<file path="config.mk">
export PLATFORM = sky130hd
export DESIGN_NAME = lcd_stream_to_bus_writer_flat
export DESIGN_NICKNAME = d
export VERILOG_FILES = /design/src/rtl/lcd_stream_to_bus_writer_if.sv /design/src/rtl/lcd_stream_to_bus_writer.sv /design/src/flat_wrapper.sv
export SDC_FILE = /design/constraint.sdc
export NUM_CORES = 1
export LEC_CHECK = 0
export ABC_CLOCK_PERIOD_IN_PS = 1760
export CAP_MARGIN = 20
export CELL_PAD_IN_SITES_DETAIL_PLACEMENT = 1
export CELL_PAD_IN_SITES_GLOBAL_PLACEMENT = 1
export CORE_ASPECT_RATIO = 1.4
export CORE_MARGIN = 10
export CORE_UTILIZATION = 35
export CTS_BUF_LIST = sky130_fd_sc_hd__clkbuf_2 sky130_fd_sc_hd__clkbuf_4 sky130_fd_sc_hd__clkbuf_8
export DETAILED_ROUTE_END_ITERATION = 10
export GPL_TIMING_DRIVEN = 0
export PLACE_DENSITY_LB_ADDON = 0.1
export SYNTH_ARGS = -nofsm -noshare
export SYNTH_HDL_FRONTEND = slang
export SYNTH_SLANG_ARGS = --single-unit
</file>
<file path="constraint.sdc">
create_clock -name clk -period 1.76 [get_ports clk]
set_clock_uncertainty 0.15 [all_clocks]
set_input_delay 0.352 -clock clk [delete_from_list [all_inputs] [get_ports clk]]
set_output_delay 0.352 -clock clk [all_outputs]
set_load 0.1 [all_outputs]
</file>
<file path="src/rtl/lcd_stream_to_bus_writer_if.sv">
// Avalon-ST byte stream carrying SOP/EOP-framed LCD command/data packets.
// The source drives master, the LCD bus writer consumes through slave.
interface lcd_stream_to_bus_writer_if;
  logic       in_valid;
  logic       in_ready;
  logic [7:0] in_data;
  logic       in_startofpacket;
  logic       in_endofpacket;

  modport master (
    output in_valid, in_data, in_startofpacket, in_endofpacket,
    input  in_ready
  );

  modport slave (
    input  in_valid, in_data, in_startofpacket, in_endofpacket,
    output in_ready
  );
endinterface

</file>
<file path="src/rtl/lcd_stream_to_bus_writer.sv">
// Drains the framed LCD byte stream onto a parallel write bus with programmable
// setup/strobe/hold timing; the SOP byte is a command (rs=0), later bytes are data.
module lcd_stream_to_bus_writer #(
  parameter int SETUP_CYCLES  = 2,
  parameter int STROBE_CYCLES = 3,
  parameter int HOLD_CYCLES   = 2,
  parameter int CNT_W         = 8
) (
  input  logic                        clk,
  input  logic                        reset,
  lcd_stream_to_bus_writer_if.slave   st,
  output logic                        lcd_cs_n,
  output logic                        lcd_rs,
  output logic                        lcd_wr_n,
  output logic [7:0]                  lcd_data,
  output logic                        busy,
  output logic                        protocol_error
);

  localparam logic [CNT_W-1:0] SETUP_LOAD  = CNT_W'(SETUP_CYCLES - 1);
  localparam logic [CNT_W-1:0] STROBE_LOAD = CNT_W'(STROBE_CYCLES - 1);
  localparam logic [CNT_W-1:0] HOLD_LOAD   = CNT_W'(HOLD_CYCLES - 1);

  typedef enum logic [1:0] {IDLE, SETUP, STROBE, HOLD} state_t;

  state_t           state_q, state_d;
  logic [CNT_W-1:0] cnt_q, cnt_d;
  logic             cs_n_q, cs_n_d;
  logic             rs_q, rs_d;
  logic             wr_n_q, wr_n_d;
  logic [7:0]       data_q, data_d;
  logic             last_q, last_d;
  logic             in_packet_q, in_packet_d;
  logic             perr_q, perr_d;
  logic             accept;

  assign st.in_ready = (state_q == IDLE) && !reset;
  assign accept      = st.in_valid && st.in_ready;

  always_comb begin
    state_d     = state_q;
    cnt_d       = cnt_q;
    cs_n_d      = cs_n_q;
    rs_d        = rs_q;
    wr_n_d      = wr_n_q;
    data_d      = data_q;
    last_d      = last_q;
    in_packet_d = in_packet_q;
    perr_d      = perr_q;
    case (state_q)
      IDLE: begin
        if (accept) begin
          // A data byte with no open packet is swallowed without touching the bus.
          if (!st.in_startofpacket && !in_packet_q) begin
            perr_d = 1'b1;
          end else begin
            if (st.in_startofpacket && in_packet_q) perr_d = 1'b1;
            if (st.in_startofpacket) in_packet_d = 1'b1;
            data_d  = st.in_data;
            rs_d    = !st.in_startofpacket;
            cs_n_d  = 1'b0;
            last_d  = st.in_endofpacket;
            state_d = SETUP;
            cnt_d   = SETUP_LOAD;
          end
        end
      end
      SETUP: begin
        if (cnt_q == '0) begin
          state_d = STROBE;
          cnt_d   = STROBE_LOAD;
          wr_n_d  = 1'b0;
        end else begin
          cnt_d = cnt_q - 1'b1;
        end
      end
      STROBE: begin
        if (cnt_q == '0) begin
          state_d = HOLD;
          cnt_d   = HOLD_LOAD;
          wr_n_d  = 1'b1;
        end else begin
          cnt_d = cnt_q - 1'b1;
        end
      end
      HOLD: begin
        if (cnt_q == '0) begin
          state_d = IDLE;
          if (last_q) begin
            cs_n_d      = 1'b1;
            in_packet_d = 1'b0;
          end
        end else begin
          cnt_d = cnt_q - 1'b1;
        end
      end
      default: state_d = IDLE;
    endcase
  end

  always_ff @(posedge clk) begin
    if (reset) begin
      state_q     <= IDLE;
      cnt_q       <= '0;
      cs_n_q      <= 1'b1;
      rs_q        <= 1'b0;
      wr_n_q      <= 1'b1;
      data_q      <= 8'h00;
      last_q      <= 1'b0;
      in_packet_q <= 1'b0;
      perr_q      <= 1'b0;
    end else begin
      state_q     <= state_d;
      cnt_q       <= cnt_d;
      cs_n_q      <= cs_n_d;
      rs_q        <= rs_d;
      wr_n_q      <= wr_n_d;
      data_q      <= data_d;
      last_q      <= last_d;
      in_packet_q <= in_packet_d;
      perr_q      <= perr_d;
    end
  end

  assign lcd_cs_n       = cs_n_q;
  assign lcd_rs         = rs_q;
  assign lcd_wr_n       = wr_n_q;
  assign lcd_data       = data_q;
  assign busy           = (state_q != IDLE) || in_packet_q;
  assign protocol_error = perr_q;

endmodule

</file>
<file path="src/flat_wrapper.sv">
// flat-port wrapper written by rule: the top's interface ports become plain ports
module lcd_stream_to_bus_writer_flat 
#(
  parameter int SETUP_CYCLES  = 2,
  parameter int STROBE_CYCLES = 3,
  parameter int HOLD_CYCLES   = 2,
  parameter int CNT_W         = 8
)
  (clk, reset, lcd_cs_n, lcd_rs, lcd_wr_n, lcd_data, busy, protocol_error, st_in_valid, st_in_data, st_in_startofpacket, st_in_endofpacket, st_in_ready);
  lcd_stream_to_bus_writer_if st_i ();
  input  logic clk;
  input  logic reset;
  output logic lcd_cs_n;
  output logic lcd_rs;
  output logic lcd_wr_n;
  output logic [7:0] lcd_data;
  output logic busy;
  output logic protocol_error;
  input wire logic [$bits(st_i.in_valid)-1:0] st_in_valid;
  input wire logic [$bits(st_i.in_data)-1:0] st_in_data;
  input wire logic [$bits(st_i.in_startofpacket)-1:0] st_in_startofpacket;
  input wire logic [$bits(st_i.in_endofpacket)-1:0] st_in_endofpacket;
  output wire logic [$bits(st_i.in_ready)-1:0] st_in_ready;
  assign st_i.in_valid = st_in_valid;
  assign st_i.in_data = st_in_data;
  assign st_i.in_startofpacket = st_in_startofpacket;
  assign st_i.in_endofpacket = st_in_endofpacket;
  assign st_in_ready = st_i.in_ready;
  lcd_stream_to_bus_writer #(.SETUP_CYCLES(SETUP_CYCLES), .STROBE_CYCLES(STROBE_CYCLES), .HOLD_CYCLES(HOLD_CYCLES), .CNT_W(CNT_W)) u_core (.clk(clk), .reset(reset), .st(st_i), .lcd_cs_n(lcd_cs_n), .lcd_rs(lcd_rs), .lcd_wr_n(lcd_wr_n), .lcd_data(lcd_data), .busy(busy), .protocol_error(protocol_error));
endmodule
</file>
---- Word-level counts from Yosys, hierarchy flattened ----
Cells that the tools add are included.
word-level totals
  output and inout bits ................... 14
  ROM bits ................................ 0
  latch bits .............................. 0
  register bits ........................... 24
  RAM bits ................................ 0
  memories ................................ 0
  word-level logic and storage cells ...... 71
cells by class
  div/mod/pow operators ................... 0
  bitwise operators ....................... 1
  mux-type cells .......................... 28
  shifts and indexed selects .............. 0
  reduce and logical (&&, ||, !) cells .... 21
  magnitude comparators ................... 0
  add/sub/neg operators ................... 1
  multiply operators ...................... 0
  equality and inequality tests ........... 11
operators with widths
  operator               count
  $mux W8                5
  $pmux W8 S4            1
  $mux W1                13
  $reduce_and A3 Y1      4
  $mux W2                5
  $ne A2 B1 Y1 const B   5
  $reduce_and A5 Y1      2
  $logic_not A8 Y1       1
  $pmux W2 S4            1
  $reduce_bool A2 Y1     4
  $sub A8 B1 Y8 const B  1
  $ne A2 B2 Y1 const B   3
  $pmux W1 S2            3
  $reduce_and A6 Y1      1
  $eq A2 B2 Y1 const B   2
  $logic_and A1 B1 Y1    4
  $logic_not A1 Y1       3
  $eq A2 B1 Y1 const B   1
  $logic_not A2 Y1       1
  $logic_or A1 B1 Y1     1
  $not A1 Y1             1

---- Logic depth before layout (Yosys ltp) ----
  depth in word-level cells ............... 5
  gate-level depth with buffers ........... 7
  gate-level depth less buffers ........... 6

---- Worst setup path before layout ----
Ideal clock, no wire load.
  kind .................................... register to register
  start point ............................. register u_core.state_q[0]
  end point ............................... register u_core.data_q[0], in the netlist u_core.lcd_data[0]
  data required time ...................... 1.478 ns
  stages on the path, launching flop included .. 8
  buffers on the path ..................... 1
  path slack .............................. -1.306 ns
  data arrival time ....................... 2.783 ns
  cell sequence ........................... dfxtp_1 > inv_1 > ha_1 > buf_6 > nor2b_1 > nand3b_1 > nand2_1 > a21oi_1
between the ends
  word-level cells in the longest chain between the ends .. 4
ends and longest elaborated chain
  item                                RTL line                         source
  from (decl)                         lcd_stream_to_bus_writer.sv:26   state_t state_q, state_d;
  from (signal assigned)              lcd_stream_to_bus_writer.sv:113  state_q <= state_d;
  $logic_not A2 Y1                    lcd_stream_to_bus_writer.sv:37   assign st.in_ready = (state_q == IDLE) && !reset;
  $logic_and A1 B1 Y1                 lcd_stream_to_bus_writer.sv:37
  via st_in_ready                     flat_wrapper.sv:23               output wire logic [$bits(st_i.in_ready)-1:0] st_in_ready;
  $logic_and A1 B1 Y1                 lcd_stream_to_bus_writer.sv:38   assign accept = st.in_valid && st.in_ready;
  $reduce_and A3 Y1 (no source line)  -
  to (signal assigned)                lcd_stream_to_bus_writer.sv:118  data_q <= data_d;
  to (decl)                           lcd_stream_to_bus_writer.sv:31   logic [7:0] data_q, data_d;
The timed path passes the listed nets, and every way through them passes these cells.
A chain may end at the register's enable or synchronous reset.

---- Worst setup path after layout ----
  start point ............................. register u_core.in_packet_q
  end point ............................... register u_core.cnt_q[5]
between the ends
  word-level cells in the longest chain between the ends .. 4
ends and longest elaborated chain
  item                                RTL line                         source
  from (decl)                         lcd_stream_to_bus_writer.sv:33   logic in_packet_q, in_packet_d;
  from (signal assigned)              lcd_stream_to_bus_writer.sv:120  in_packet_q <= in_packet_d;
  $logic_not A1 Y1                    lcd_stream_to_bus_writer.sv:54   if (!st.in_startofpacket && !in_packet_q) begin
  $logic_and A1 B1 Y1                 lcd_stream_to_bus_writer.sv:54
  $ne A2 B2 Y1 (no source line)       -
  $reduce_and A3 Y1 (no source line)  -
  to (signal assigned)                lcd_stream_to_bus_writer.sv:114  cnt_q <= cnt_d;
  to (decl)                           lcd_stream_to_bus_writer.sv:27   logic [CNT_W-1:0] cnt_q, cnt_d;
No other way between the ends.

==> flow_summary.json <==
{
  "relSlewSlack": 0.628,
  "peakVddDrop_mv": 0.857,
  "tightest_slew_ns": 0.561,
  "vias": 1449,
  "hold_viol": 0,
  "crit_chain": "inv_2, ha_4, or3b_4, a32o_2, a32o_1, mux2_4",
  "io_buffers": 26,
  "synth_nets": 179,
  "layout_commonest_cell": "buf_4",
  "htree_levels": 1,
  "reg2reg_depth": 6,
  "start_util": 0.362,
  "timing.hold.ws_ns": 0.272,
  "ys_seq_area_frac": 0.361,
  "cts_tree": "done",
  "grt_pass1_vias": 1643,
  "io_pins": 27,
  "grt_usage": 0.141,
  "fill_cells": 409,
  "dpl_cell_area_um2": 1670,
  "grt_start_max_net_pins": 14,
  "syn_to_final_growth_pct": 69.1,
  "cp-end-kind": "flip-flop",
  "ys_warn_count": 0,
  "gp_congestion": 0.854,
  "grt-ovfl-total": 0,
  "dieArea_um2": 6710,
  "clock_latency_ns": 0.27,
  "first_pass_iters": 4,
  "cts_root_buffer": "clkbuf_8",
  "outcome": "complete, but fails checks",
  "synth_seq_cells": 24,
  "via_per_inst": 5.64,
  "cp.arrival_ns": 1.92,
  "r2r-end": "u_core.cnt_q[5]",
  "diodes": 0,
  "clk_pin_slew_ns": 0.09,
  "ant_nets": 0,
  "crit_fanout": 3,
  "setup_violations": 14,
  "leakage_nw": 0.882,
  "rsz0062_at_grt": "yes",
  "die_h_um": 93.0,
  "path_class": "flip-flop to flip-flop",
  "cp-startpoint": "u_core.in_packet_q",
  "yosys-top-cells-area": "dfxtp_1 36%, ha_1 7.5%, nand2_1 6.2%, a21oi_1 6.0%, inv_1 3.9%",
  "period_minus_slack_ns": 1.90,
  "syn_area_um2": 1330,
  "slowest_stage": "or3b_4",
  "required_ns": 1.78,
  "r2r_slack_ns": -0.14,
  "violations": "setup timing",
  "synth_edf_count": 0,
  "synthCells": 158,
  "power_density_nw_per_um2": 1620,
  "dpl.hpwl_um": 3240,
  "min_from": "st_in_startofpacket",
  "holdBufCountCts": 0,
  "core-area_um2": 3680,
  "synth_area_leader_cell": "dfxtp_1",
  "drt_iter0_drc": 47,
  "final_cell_mix": "22 x buf_4, 19 x nand2_1, 19 x dfxtp_1",
  "setup_slack_ns": -0.137,
  "holdPathStages": 2,
  "crit_path_start_kind": "flip-flop",
  "slew_viol_final": 0,
  "synth_cell_types": 44,
  "die_w_um": 72.2,
  "synthFlopType": "dfxtp_1",
  "fin_nets": 237,
  "grt_pass1_wl_um": 7810,
  "worstHoldEndpoint": "u_core.lcd_rs",
  "wire_per_inst_um": 19.7,
  "maxCapViolCount": 0,
  "drc_errors": 0,
  "postSynthAreaPerCell_um2": 8.43,
  "wl_um": 5070,
  "reg2reg_from": "u_core.in_packet_q",
  "drive_gt1_frac": 0.470,
  "clk_path_buf_depth": 2,
  "worstHoldPathType": "primary input to flip-flop",
  "fmax_ghz": 0.527,
  "synth_top_area_share": 0.361,
  "cts_buffers": 3,
  "fin_util": 0.613,
  "placementRows": 26,
  "clock_sinks": 24,
  "final_cell_area_um2": 2250,
  "fin_crit_sh": 1.08,
  "grt_antenna_before_repair": 0,
  "critical_path.max_stage_delay_ns": 0.39,
  "async_reset_ff_frac": 0
}
metrics by stage:
step	worst slack (ns)	setup TNS [ns]	cells	total power [W]
final	-0.137	-0.959	257	0.00364
after global routing	-0.206	-1.91	257	0.00382
after CTS	-0.129	-0.734	250	0.00341
after detailed placement	-0.967	-21.99	226	0.00238
after global placement	-0.955	-20.75	226	0.00234
after floorplan	-0.229	-2.45	158	0.00195
Yosys cell counts (2+ instances only):
cell type   n
a211oi_1    3
nand3_1     6
a32o_1      2
o21ai_0     2
dfxtp_1    24
nand4_1     3
inv_1      14
nand2_1    22
a32oi_1     3
a21oi_1    16
nor3_2      2
nor3b_1     2
a22o_1      2
or3_1       4
clkbuf_1    2
o21ai_1     4
ha_1        8
nor3_1      4
a31oi_1     2
nor2_1      9
power breakdown:
part	switching (W)	internal [W]	total (W)
Clock	0.000192	0.000200	0.000392
Combinational	0.00147	0.00106	0.00253
Sequential	0.0000865	0.000638	0.000724
kinds of logic after synthesis:
group / count (synthesis) / synth area share
adder cells (fa/ha/maj): 8 / 0.0751
buffers and inverters: 18 / 0.0592
flip-flops: 24 / 0.361
AO/OA/AOI/OAI: 43 / 0.230
AND/OR/NAND/NOR: 63 / 0.259
multiplexers: 2 / 0.0160
worst max-delay path, delay by kind of cell, from the launching register on:
kind | cells | cell delay, ns
compound gates | 2 | 0.45
fa+ha+maj | 1 | 0.15
buf+inv | 1 | 0.05
flops | 1 | 0.35
mux | 1 | 0.25
simple gates | 1 | 0.39
sequential cells by signal, indices dropped and copies added, names as in the netlist:
signal / cells
u_core.cnt_q: 8
u_core.in_packet_q: 1
u_core.last_q: 1
u_core.lcd_cs_n: 1
u_core.lcd_data: 8
u_core.lcd_rs: 1
u_core.lcd_wr_n: 1
u_core.protocol_error: 1
u_core.state_q: 2
timing repair:
action / CTS / global route
cloned: 0 / 1
pin swaps: 25 / 10
endpoints found under the setup margin: 37 / 26
gates resized for setup: 112 / 21
buffers inserted: 21 / 6
layer usage:
layer | routed length, µm | global-route usage | share of wire | up-vias
met5 | 0 | 0 | 0 | -
met4 | 138 | 0.0566 | 0.027 | 0
met3 | 261 | 0.0413 | 0.051 | 12
met2 | 2790 | 0.270 | 0.55 | 46
met1 | 1880 | 0.135 | 0.37 | 705
li1 | - | - | - | 686
worst max-delay path by stage:
stage               cells past startpoint                 end
floorplan                               7  u_core.lcd_data[0]
global placement                        3         st_in_ready
detailed placement                      3         st_in_ready
CTS                                     6     u_core.cnt_q[5]
global route                            6     u_core.cnt_q[4]
finish                                  6     u_core.cnt_q[5]
cell type report:
class	instances	area, µm²	share of cell area
Buffer	3	25.0	0.0111
Clock buffer	4	55.1	0.0244
Inverter	14	65.1	0.0289
Multi-Input combinational cell	116	1030	0.458
Sequential cell	24	494	0.219
Tap cell	42	52.6	0.0233
Timing Repair Buffer	54	529	0.235
Power figures use the tool's default switching activity.
